**src/rtl/cdb_arbiter_if.sv**
```systemverilog
`default_nettype none
// +--------------------------------------------------------------------------+
// | cdb_arbiter_if : requester handshake and CDB forwarding bus bundle        |
// | Revision       : 1.0                                                      |
// +--------------------------------------------------------------------------+
interface cdb_arbiter_if #(
   parameter int NUM_REQ = 6,
   parameter int TAG_W   = 6,
   parameter int DATA_W  = 16
);
   logic                        flush;
   logic [NUM_REQ-1:0]          req_valid;
   logic [NUM_REQ*TAG_W-1:0]    req_tag;
   logic [NUM_REQ*DATA_W-1:0]   req_data;
   logic [NUM_REQ-1:0]          req_ready;
   logic [TAG_W+DATA_W:0]       forwardA;
   logic [TAG_W+DATA_W:0]       forwardB;
   logic [TAG_W+DATA_W:0]       forwardC;
   logic [TAG_W+DATA_W:0]       forwardD;

   modport master (
      output flush, req_valid, req_tag, req_data,
      input  req_ready, forwardA, forwardB, forwardC, forwardD
   );

   modport slave (
      input  flush, req_valid, req_tag, req_data,
      output req_ready, forwardA, forwardB, forwardC, forwardD
   );
endinterface
`default_nettype wire

```
**src/rtl/cdb_arbiter.sv**
```systemverilog
`default_nettype none
// +--------------------------------------------------------------------------+
// | cdb_arbiter : round-robin grant of up to four results onto CDB A..D       |
// | Optional    : CDB_STATS_EN adds saturating broadcast/stall counters       |
// | Revision    : 1.0                                                         |
// +--------------------------------------------------------------------------+
module cdb_arbiter #(
   parameter int NUM_REQ = 6,
   parameter int TAG_W   = 6,
   parameter int DATA_W  = 16
) (
   input  wire logic     clk,
   input  wire logic     reset,
   cdb_arbiter_if.slave  bus
`ifdef CDB_STATS_EN
   ,
   output logic [15:0]   stat_bcast,
   output logic [15:0]   stat_stall
`endif
);
   localparam int PTR_W   = $clog2(NUM_REQ);
   localparam int FWD_W   = 1 + TAG_W + DATA_W;
   localparam int NUM_BUS = 4;
   localparam logic [PTR_W:0]   NUM_REQ_W = (PTR_W+1)'(NUM_REQ);
   localparam logic [PTR_W-1:0] LAST_IDX  = PTR_W'(NUM_REQ - 1);

   logic [TAG_W-1:0]  tag_arr  [NUM_REQ];
   logic [DATA_W-1:0] data_arr [NUM_REQ];

   for (genvar i = 0; i < NUM_REQ; i++) begin : g_unpack
      assign tag_arr[i]  = bus.req_tag[i*TAG_W +: TAG_W];
      assign data_arr[i] = bus.req_data[i*DATA_W +: DATA_W];
   end

   logic [PTR_W-1:0]   rr_ptr;
   logic [PTR_W-1:0]   rr_ptr_next;
   logic [NUM_REQ-1:0] grant;
   logic [NUM_BUS-1:0] bus_used;
   logic [PTR_W-1:0]   bus_src [NUM_BUS];
   logic [2:0]         grant_cnt;
   logic [PTR_W:0]     scan_wide;
   logic [PTR_W-1:0]   scan_idx;

   // rr_ptr < NUM_REQ, so one conditional subtract wraps the scan index
   always_comb begin
      grant       = '0;
      bus_used    = '0;
      grant_cnt   = '0;
      rr_ptr_next = rr_ptr;
      scan_wide   = '0;
      scan_idx    = '0;
      for (int k = 0; k < NUM_BUS; k++) begin
         bus_src[k] = '0;
      end
      if (!reset && !bus.flush) begin
         for (int off = 0; off < NUM_REQ; off++) begin
            scan_wide = {1'b0, rr_ptr} + (PTR_W+1)'(off);
            if (scan_wide >= NUM_REQ_W) begin
               scan_wide = scan_wide - NUM_REQ_W;
            end
            scan_idx = scan_wide[PTR_W-1:0];
            if (bus.req_valid[scan_idx] && grant_cnt < 3'd4) begin
               grant[scan_idx]           = 1'b1;
               bus_used[grant_cnt[1:0]]  = 1'b1;
               bus_src[grant_cnt[1:0]]   = scan_idx;
               grant_cnt                 = grant_cnt + 3'd1;
               rr_ptr_next = (scan_idx == LAST_IDX) ? '0 : scan_idx + PTR_W'(1);
            end
         end
      end
   end

   assign bus.req_ready = grant;

   logic [FWD_W-1:0] fwd_q [NUM_BUS];

   always_ff @(posedge clk) begin
      if (reset) begin
         rr_ptr <= '0;
         for (int k = 0; k < NUM_BUS; k++) begin
            fwd_q[k] <= '0;
         end
      end else begin
         rr_ptr <= rr_ptr_next;
         for (int k = 0; k < NUM_BUS; k++) begin
            fwd_q[k] <= bus_used[k] ? {1'b1, tag_arr[bus_src[k]], data_arr[bus_src[k]]}
                                    : '0;
         end
      end
   end

   assign bus.forwardA = fwd_q[0];
   assign bus.forwardB = fwd_q[1];
   assign bus.forwardC = fwd_q[2];
   assign bus.forwardD = fwd_q[3];

`ifdef CDB_STATS_EN
   logic [3:0]  valid_cnt;
   logic [16:0] bcast_sum;

   always_comb begin
      valid_cnt = '0;
      for (int i = 0; i < NUM_REQ; i++) begin
         valid_cnt = valid_cnt + 4'(bus.req_valid[i]);
      end
   end

   assign bcast_sum = {1'b0, stat_bcast} + 17'(grant_cnt);

   always_ff @(posedge clk) begin
      if (reset) begin
         stat_bcast <= '0;
         stat_stall <= '0;
      end else begin
         stat_bcast <= bcast_sum[16] ? 16'hFFFF : bcast_sum[15:0];
         if (!bus.flush && valid_cnt > 4'd4 && stat_stall != 16'hFFFF) begin
            stat_stall <= stat_stall + 16'd1;
         end
      end
   end
`endif

endmodule
`default_nettype wire

```
**src/flat_wrapper.sv**
```systemverilog
// flat-port wrapper written by rule: the top's interface ports become plain ports
module cdb_arbiter_flat 
#(
   parameter int NUM_REQ = 6,
   parameter int TAG_W   = 6,
   parameter int DATA_W  = 16
)
  (clk, reset, bus_flush, bus_req_valid, bus_req_tag, bus_req_data, bus_req_ready, bus_forwardA, bus_forwardB, bus_forwardC, bus_forwardD);
  cdb_arbiter_if #(.NUM_REQ(NUM_REQ), .TAG_W(TAG_W), .DATA_W(DATA_W)) bus_i ();
  input  wire logic clk;
  input  wire logic reset;
  input wire logic [$bits(bus_i.flush)-1:0] bus_flush;
  input wire logic [$bits(bus_i.req_valid)-1:0] bus_req_valid;
  input wire logic [$bits(bus_i.req_tag)-1:0] bus_req_tag;
  input wire logic [$bits(bus_i.req_data)-1:0] bus_req_data;
  output wire logic [$bits(bus_i.req_ready)-1:0] bus_req_ready;
  output wire logic [$bits(bus_i.forwardA)-1:0] bus_forwardA;
  output wire logic [$bits(bus_i.forwardB)-1:0] bus_forwardB;
  output wire logic [$bits(bus_i.forwardC)-1:0] bus_forwardC;
  output wire logic [$bits(bus_i.forwardD)-1:0] bus_forwardD;
  assign bus_i.flush = bus_flush;
  assign bus_i.req_valid = bus_req_valid;
  assign bus_i.req_tag = bus_req_tag;
  assign bus_i.req_data = bus_req_data;
  assign bus_req_ready = bus_i.req_ready;
  assign bus_forwardA = bus_i.forwardA;
  assign bus_forwardB = bus_i.forwardB;
  assign bus_forwardC = bus_i.forwardC;
  assign bus_forwardD = bus_i.forwardD;
  cdb_arbiter #(.NUM_REQ(NUM_REQ), .TAG_W(TAG_W), .DATA_W(DATA_W)) u_core (.clk(clk), .reset(reset), .bus(bus_i));
endmodule
```
**config.mk**
```make
export PLATFORM = sky130hd
export DESIGN_NAME = cdb_arbiter_flat
export DESIGN_NICKNAME = d
export VERILOG_FILES = /design/src/rtl/cdb_arbiter_if.sv /design/src/rtl/cdb_arbiter.sv /design/src/flat_wrapper.sv
export SDC_FILE = /design/constraint.sdc
export NUM_CORES = 1
export LEC_CHECK = 0
export ABC_CLOCK_PERIOD_IN_PS = 20600
export CORE_MARGIN = 1
export CORE_UTILIZATION = 45
export DETAILED_ROUTE_END_ITERATION = 10
export PLACE_DENSITY = 0.74
export REMOVE_ABC_BUFFERS = 1
export SLEW_MARGIN = 20
export SYNTH_ARGS = -nofsm -noshare
export SYNTH_HDL_FRONTEND = slang
export SYNTH_SLANG_ARGS = --single-unit
```
**constraint.sdc**
```tcl
create_clock -name clk -period 20.6 [get_ports clk]
set_clock_uncertainty 0.15 [all_clocks]
set_input_delay 6.18 -clock clk [delete_from_list [all_inputs] [get_ports clk]]
set_output_delay 6.18 -clock clk [all_outputs]
set_load 0.05 [all_outputs]
```
==> impl_metrics.ini, run 1 <==
[detailed_routing]
wl_per_cell_um = 23.4
drt_wl_total_mm = 38.0
detailroute.via_count = 10600
vias_per_cell = 6.51
drt_pass1_iterations = 6
drt_first_iter_violations = 1155
drc = 0
detail_route_antenna_nets = 0

[clock_network]
cts-buffers-inserted = 9
cts_hold_buf = 0
ctsRootBufferMaster = sky130_fd_sc_hd__clkbuf_16
cts_max_path_buffers = 2
cts.sinks = 95
postCtsResizedCells = 0
clock_insertion_delay_worst_skew_ps = 360
htree_num_levels = 3
cts.repair_timing.setup_buffer_count = 0
clk_pin_slew_ps = 70
clock_tree_from_tritoncts = yes

[sta]
final.period_utilization = 0.891
worst_slew_pin_slew_ps = 1270
grt_setup_unrepaired = no
relative_slew_slack = 0.152
post-route-min-period_ps = 18350
finalSetupTns_ps = 0
maxClockFrequency_mhz = 54.5
hold_violations = 0
fin_max_slew_vios = 0
final-setup-viol-count = 0

[cells_and_area]
final_cell_mix = sky130_fd_sc_hd__clkdlybuf4s50_1, sky130_fd_sc_hd__nand2_1, sky130_fd_sc_hd__mux2i_1
layout-area-overhead-vs-synth_pct = 29.8
layout_cells_sized_above_1 = 0.0899
number_of_diodes_added_for_antenna_fixing = 0
fin_nets = 1515
most_common_cell_after_layout_fill_and_taps_aside = sky130_fd_sc_hd__clkdlybuf4s50_1

[yosys]
fraction_of_registers_with_async_set_or_reset_after_synthesis = 0
netlist_area_mm2 = 0.00938
synth_area_leaders = sky130_fd_sc_hd__dfxtp_1, sky130_fd_sc_hd__mux2i_1, sky130_fd_sc_hd__nand2_1, sky130_fd_sc_hd__o211ai_1, sky130_fd_sc_hd__mux2_2
ys_types = 81
ys_seq_area_frac = 0.203
synth_flop_cell = sky130_fd_sc_hd__dfxtp_1
synth-warning-count = 0
synthesized_instance_count = 1177
post_synth_fa_ha_maj_area_fraction = 0.0294
number_of_synthesized_flops_with_an_enable_pin = 0
synth_compound_area_frac = 0.241
synth_largest_type_area_fraction = 0.203
largest_family_of_logic_cells_by_synthesized_area = multiplexers
share_of_the_synthesized_netlist_area_taken_by_xor_and_xnor_gates = 0.00814
synth-seq-cells = 95
synth.area.mux_share = 0.247
synth_area_per_cell_um2 = 7.97
yosys.area.top_type = sky130_fd_sc_hd__dfxtp_1
synth_simple_gate_area_share = 0.199

[global_route]
globalRoute.totalOverflow = 0
grt_start_max_net_pins = 67
grt_pass1_vias = 10100
grt_pass1_wl_mm = 58.5
grt.total_usage = 0.351
antenna_violations_before_repair = 0

[floorplan]
initial_core_util = 0.460
die_w_um = 146
row_count = 52
floorplan.die_area_mm2 = 0.0214
core-area_mm2 = 0.0204
pin_count = 239
die-height_um = 146

[placed_design]
buffer_ports.inserted = 238
detailed_place_hpwl_mm = 25.8
gp_congestion = 0.970

[worst_setup_path]
crit_fanout = 14
critPathCaptureType = output port
critical_path_arrival_ps = 12020
required_time_at_the_endpoint_of_the_critical_path_ps = 14270
path_class = in2out
startpoint_type = primary input
worstPathCellList = clkdlybuf4s50_1, nand3b_1, a311oi_1, a2bb2oi_1, nand2_1, ha_1, o21ai_0, and2_1, ha_1, inv_1, ha_1, or3b_1, o2111ai_2, a221o_1, nor3_1, a211oi_1, a211oi_1, clkdlybuf4s50_1
timing.critical_path.slowest_stage_cell = sky130_fd_sc_hd__clkdlybuf4s50_1
slowest_delay_ps = 740
most_used_cell_cp = sky130_fd_sc_hd__ha_1

[worst_hold_path]
hold_path_class = reg2reg

[outcome]
status = complete, no violations

[run]
cap_viol_max_count = 0
==> sequential cells by signal, summed over array words and instances (netlist names) <==
| signal | count |
|---|---|
| u_core.rr_ptr | 3 |
| u_core.fwd_q | 92 |
==> synth_stat cells, drive strengths merged (14+ instances only) <==
library cell    n
nand3          67
o21ai          76
and4           22
o221ai         22
a211oi         16
nor2           27
and3           29
ha             22
o211ai         81
mux2i         194
o221a          23
clkbuf         39
buf            55
inv            38
nand2         195
a21oi          20
nor3           14
dfxtp          95
mux2           31
==> worst paths after layout <==
path                         start            endpoint  slack (ps)  depth (start not counted)
hold reg to reg   u_core.rr_ptr[1]    u_core.rr_ptr[1]         520                          2
setup / recovery  bus_req_valid[2]    bus_req_ready[4]        2250                         18
setup reg to reg  u_core.rr_ptr[0]  u_core.fwd_q[2][7]       10400                         22
hold / removal    u_core.rr_ptr[1]    u_core.rr_ptr[1]         520                          2
==> kinds of logic (layout without fill, tap and decap cells) <==
group	after synthesis	after routing
xor gates and xnor gates	7	7
adders and majority gates	22	22
and+or+nand+nor	390	390
muxes	225	225
AOI/OAI and AO/OA	305	305
buffers and inverters	133	313
DFF	95	95
==> worst max-delay path: cells and delay by family <==
family,cells,cell delay [ps]
AO/OA/AOI/OAI,7,1990
adder cells (fa/ha/maj),3,1010
buffers and inverters,3,1450
AND/OR/NAND/NOR,5,1380
==> cell type report <==
class / instances / area, um^2
Inverter: 39 / 146
Tap cell: 270 / 338
Timing Repair Buffer: 258 / 2550
Clock inverter: 6 / 72.6
Fill cell: 1851 / 8200
Sequential cell: 95 / 1900
Multi-Input combinational cell: 949 / 6920
Clock buffer: 10 / 239
==> per-stage QoR <==
| step | worst slack (ps) | util | area [um^2] | instances | hold slack (ps) |
|---|---|---|---|---|---|
| 4_1_cts | 2380 | 0.598 | 12200 | 1627 | 526 |
| 3_5_place_dp | 2400 | 0.582 | 11900 | 1611 | 505 |
| 2_1_floorplan | 3620 | - | 8850 | 1083 | 422 |
| 6_report | 2250 | 0.598 | 12200 | 1627 | 520 |
| 3_3_place_gp | 2530 | 0.581 | 11800 | 1610 | 485 |
| 5_1_grt | 1900 | 0.598 | 12200 | 1627 | 562 |
==> metal layers <==
| metal | track usage | share of wire | vias to the layer above |
|---|---|---|---|
| li1 | - | - | 4777 |
| met1 | 0.463 | 0.40 | 4924 |
| met2 | 0.538 | 0.44 | 753 |
| met3 | 0.0747 | 0.11 | 140 |
| met4 | 0.176 | 0.044 | 0 |
| met5 | 0 | 0 | - |
Power of run 1 is not shown: default switching activity piles up to over one toggle a cycle in this logic, so the estimate is an artifact.
==> run 2: changes to the inputs <==
Settings changed: CAP_MARGIN set to 15, CELL_PAD_IN_SITES_DETAIL_PLACEMENT set to 2, CELL_PAD_IN_SITES_GLOBAL_PLACEMENT set to 2, CORE_UTILIZATION 45 to 31, PLACE_DENSITY 0.74 to not set, PLACE_DENSITY_LB_ADDON set to 0.1.
==> impl_metrics.ini, run 2 (synthesized netlist as in run 1, its figures left out) <==
[outcome]
status = complete, no violations

[worst_setup_path]
required_time_at_the_endpoint_of_the_critical_path_ps = 14270
critPathCaptureType = output port
crit_fanout = 14
critical_path_arrival_ps = 12160
path_class = in2out
startpoint_type = primary input

[clock_network]
ctsRootBufferMaster = sky130_fd_sc_hd__clkbuf_16
postCtsResizedCells = 0
clock_insertion_delay_worst_skew_ps = 360
cts_max_path_buffers = 2
htree_num_levels = 3
cts.sinks = 95
cts_hold_buf = 0
clock_tree_from_tritoncts = yes
cts.repair_timing.setup_buffer_count = 0
clk_pin_slew_ps = 70
cts-buffers-inserted = 9

[cells_and_area]
largest_register_ff_count = 92
most_common_cell_after_layout_fill_and_taps_aside = sky130_fd_sc_hd__clkdlybuf4s50_1
layout_cells_sized_above_1 = 0.0946
fin_nets = 1522
largest_registers = u_core.fwd_q x92, u_core.rr_ptr x3
layout.filler_cells = 3358
final_cell_mix = sky130_fd_sc_hd__clkdlybuf4s50_1, sky130_fd_sc_hd__nand2_1, sky130_fd_sc_hd__mux2i_1
final-seq-area_mm2 = 0.00190
multi_input_area_mm2 = 0.00694
layout-area-overhead-vs-synth_pct = 31.9
max_flop_register = u_core.fwd_q

[sta]
relative_slew_slack = 0.260
worst_slew_pin_slew_ps = 1110
finalSetupTns_ps = 0
final-setup-viol-count = 0
maxClockFrequency_mhz = 54.1
final.period_utilization = 0.898
fin_max_slew_vios = 0
grt_setup_unrepaired = no
hold_violations = 0
post-route-min-period_ps = 18490

[global_route]
grt_start_max_net_pins = 67
grt_pass1_vias = 11600
grt.total_usage = 0.317
globalRoute.totalOverflow = 0
antenna_violations_before_repair = 5
grt_pass1_wl_mm = 73.1

[run]
cap_viol_max_count = 0

[floorplan]
core-area_mm2 = 0.0297
die_w_um = 176
initial_core_util = 0.316
die-height_um = 176
row_count = 63
floorplan.die_area_mm2 = 0.0309
pin_count = 239

[placed_design]
detailed_place_hpwl_mm = 33.3
gp_congestion = 0.885
buffer_ports.inserted = 238

[detailed_routing]
drt_wl_total_mm = 48.8
detail_route_antenna_nets = 0
vias_per_cell = 6.08
drc = 0
detailroute.via_count = 10700
wl_per_cell_um = 27.7
drt_pass1_iterations = 6
drt_first_iter_violations = 592

[worst_hold_path]
hold_path_class = reg2reg
==> run 2: cell count changes in the layout (fill, tap and decap cells not counted), moves of 2 or more <==
cell,previous run,this run
sky130_fd_sc_hd__buf_4,19,27
sky130_fd_sc_hd__clkbuf_1,0,3
sky130_fd_sc_hd__diode_2,0,5
sky130_fd_sc_hd__inv_6,3,0
sky130_fd_sc_hd__nand2_1,195,193
sky130_fd_sc_hd__nand2_2,0,2
sky130_fd_sc_hd__nor2_4,1,3
==> run 2: final cells by class <==
cell class	count	area share
diodes	5	0.00101
clock buffers	13	0.0202
clock inverters	3	0.00344
inverters	39	0.0118
multi-input cells	949	0.561
flip-flops and latches	95	0.154
well taps	390	0.0394
repair buffers	265	0.209
==> run 2: layer usage <==
layer | track usage | vias up | wire length [um]
li1 | - | 4784 | -
met1 | 0.391 | 5461 | 20800
met2 | 0.544 | 348 | 23800
met3 | 0.0509 | 98 | 2590
met4 | 0.137 | 2 | 1650
met5 | 0 | - | 13
==> run 2: metrics by stage <==
step,hold WS (ps),utilization,cells,setup WS (ps),area [um^2]
4_1_cts,541,0.416,1754,2200,12400
3_3_place_gp,507,0.406,1738,2430,12100
2_1_floorplan,422,-,1083,3620,8850
3_5_place_dp,527,0.406,1738,2200,12100
6_report,537,0.416,1759,2110,12400
5_1_grt,594,0.416,1759,1710,12400
==> run 2: path summary, 6_finish.rpt <==
| path | slack [ps] | start | endpoint | depth (start not counted) |
|---|---|---|---|---|
| setup / recovery | 2110 | bus_req_valid[2] | bus_req_ready[4] | 18 |
| hold / removal | 540 | u_core.rr_ptr[1] | u_core.rr_ptr[1] | 2 |
| setup reg to reg | 11100 | u_core.rr_ptr[0] | u_core.fwd_q[2][7] | 25 |
| hold reg to reg | 540 | u_core.rr_ptr[1] | u_core.rr_ptr[1] | 2 |
==> run 2: worst max-delay path, cell delays in order <==
cell and delay [ps]:
sky130_fd_sc_hd__clkdlybuf4s50_1 660, sky130_fd_sc_hd__nand3b_1 120, sky130_fd_sc_hd__a311oi_1 370, sky130_fd_sc_hd__a2bb2oi_1 170, sky130_fd_sc_hd__nand2_1 420, sky130_fd_sc_hd__ha_1 410, sky130_fd_sc_hd__o21ai_0 280, sky130_fd_sc_hd__and2_1 340
sky130_fd_sc_hd__ha_1 300, sky130_fd_sc_hd__inv_1 70, sky130_fd_sc_hd__ha_1 360, sky130_fd_sc_hd__or3b_1 400, sky130_fd_sc_hd__o2111ai_2 120, sky130_fd_sc_hd__a221o_1 500, sky130_fd_sc_hd__nor3_1 150, sky130_fd_sc_hd__a211oi_1 440
sky130_fd_sc_hd__a211oi_1 140, sky130_fd_sc_hd__clkdlybuf4s50_1 730
Power of run 2 is left out for the same reason.
==> run 3: changes to the inputs <==
Settings changed: CORE_MARGIN 1 to not set, CTS_CLUSTER_DIAMETER set to 60.
==> results of run 3 <==
No change in the layout: final DEF, timing and power equal those of run 2.
Power of run 3 is left out for the same reason.
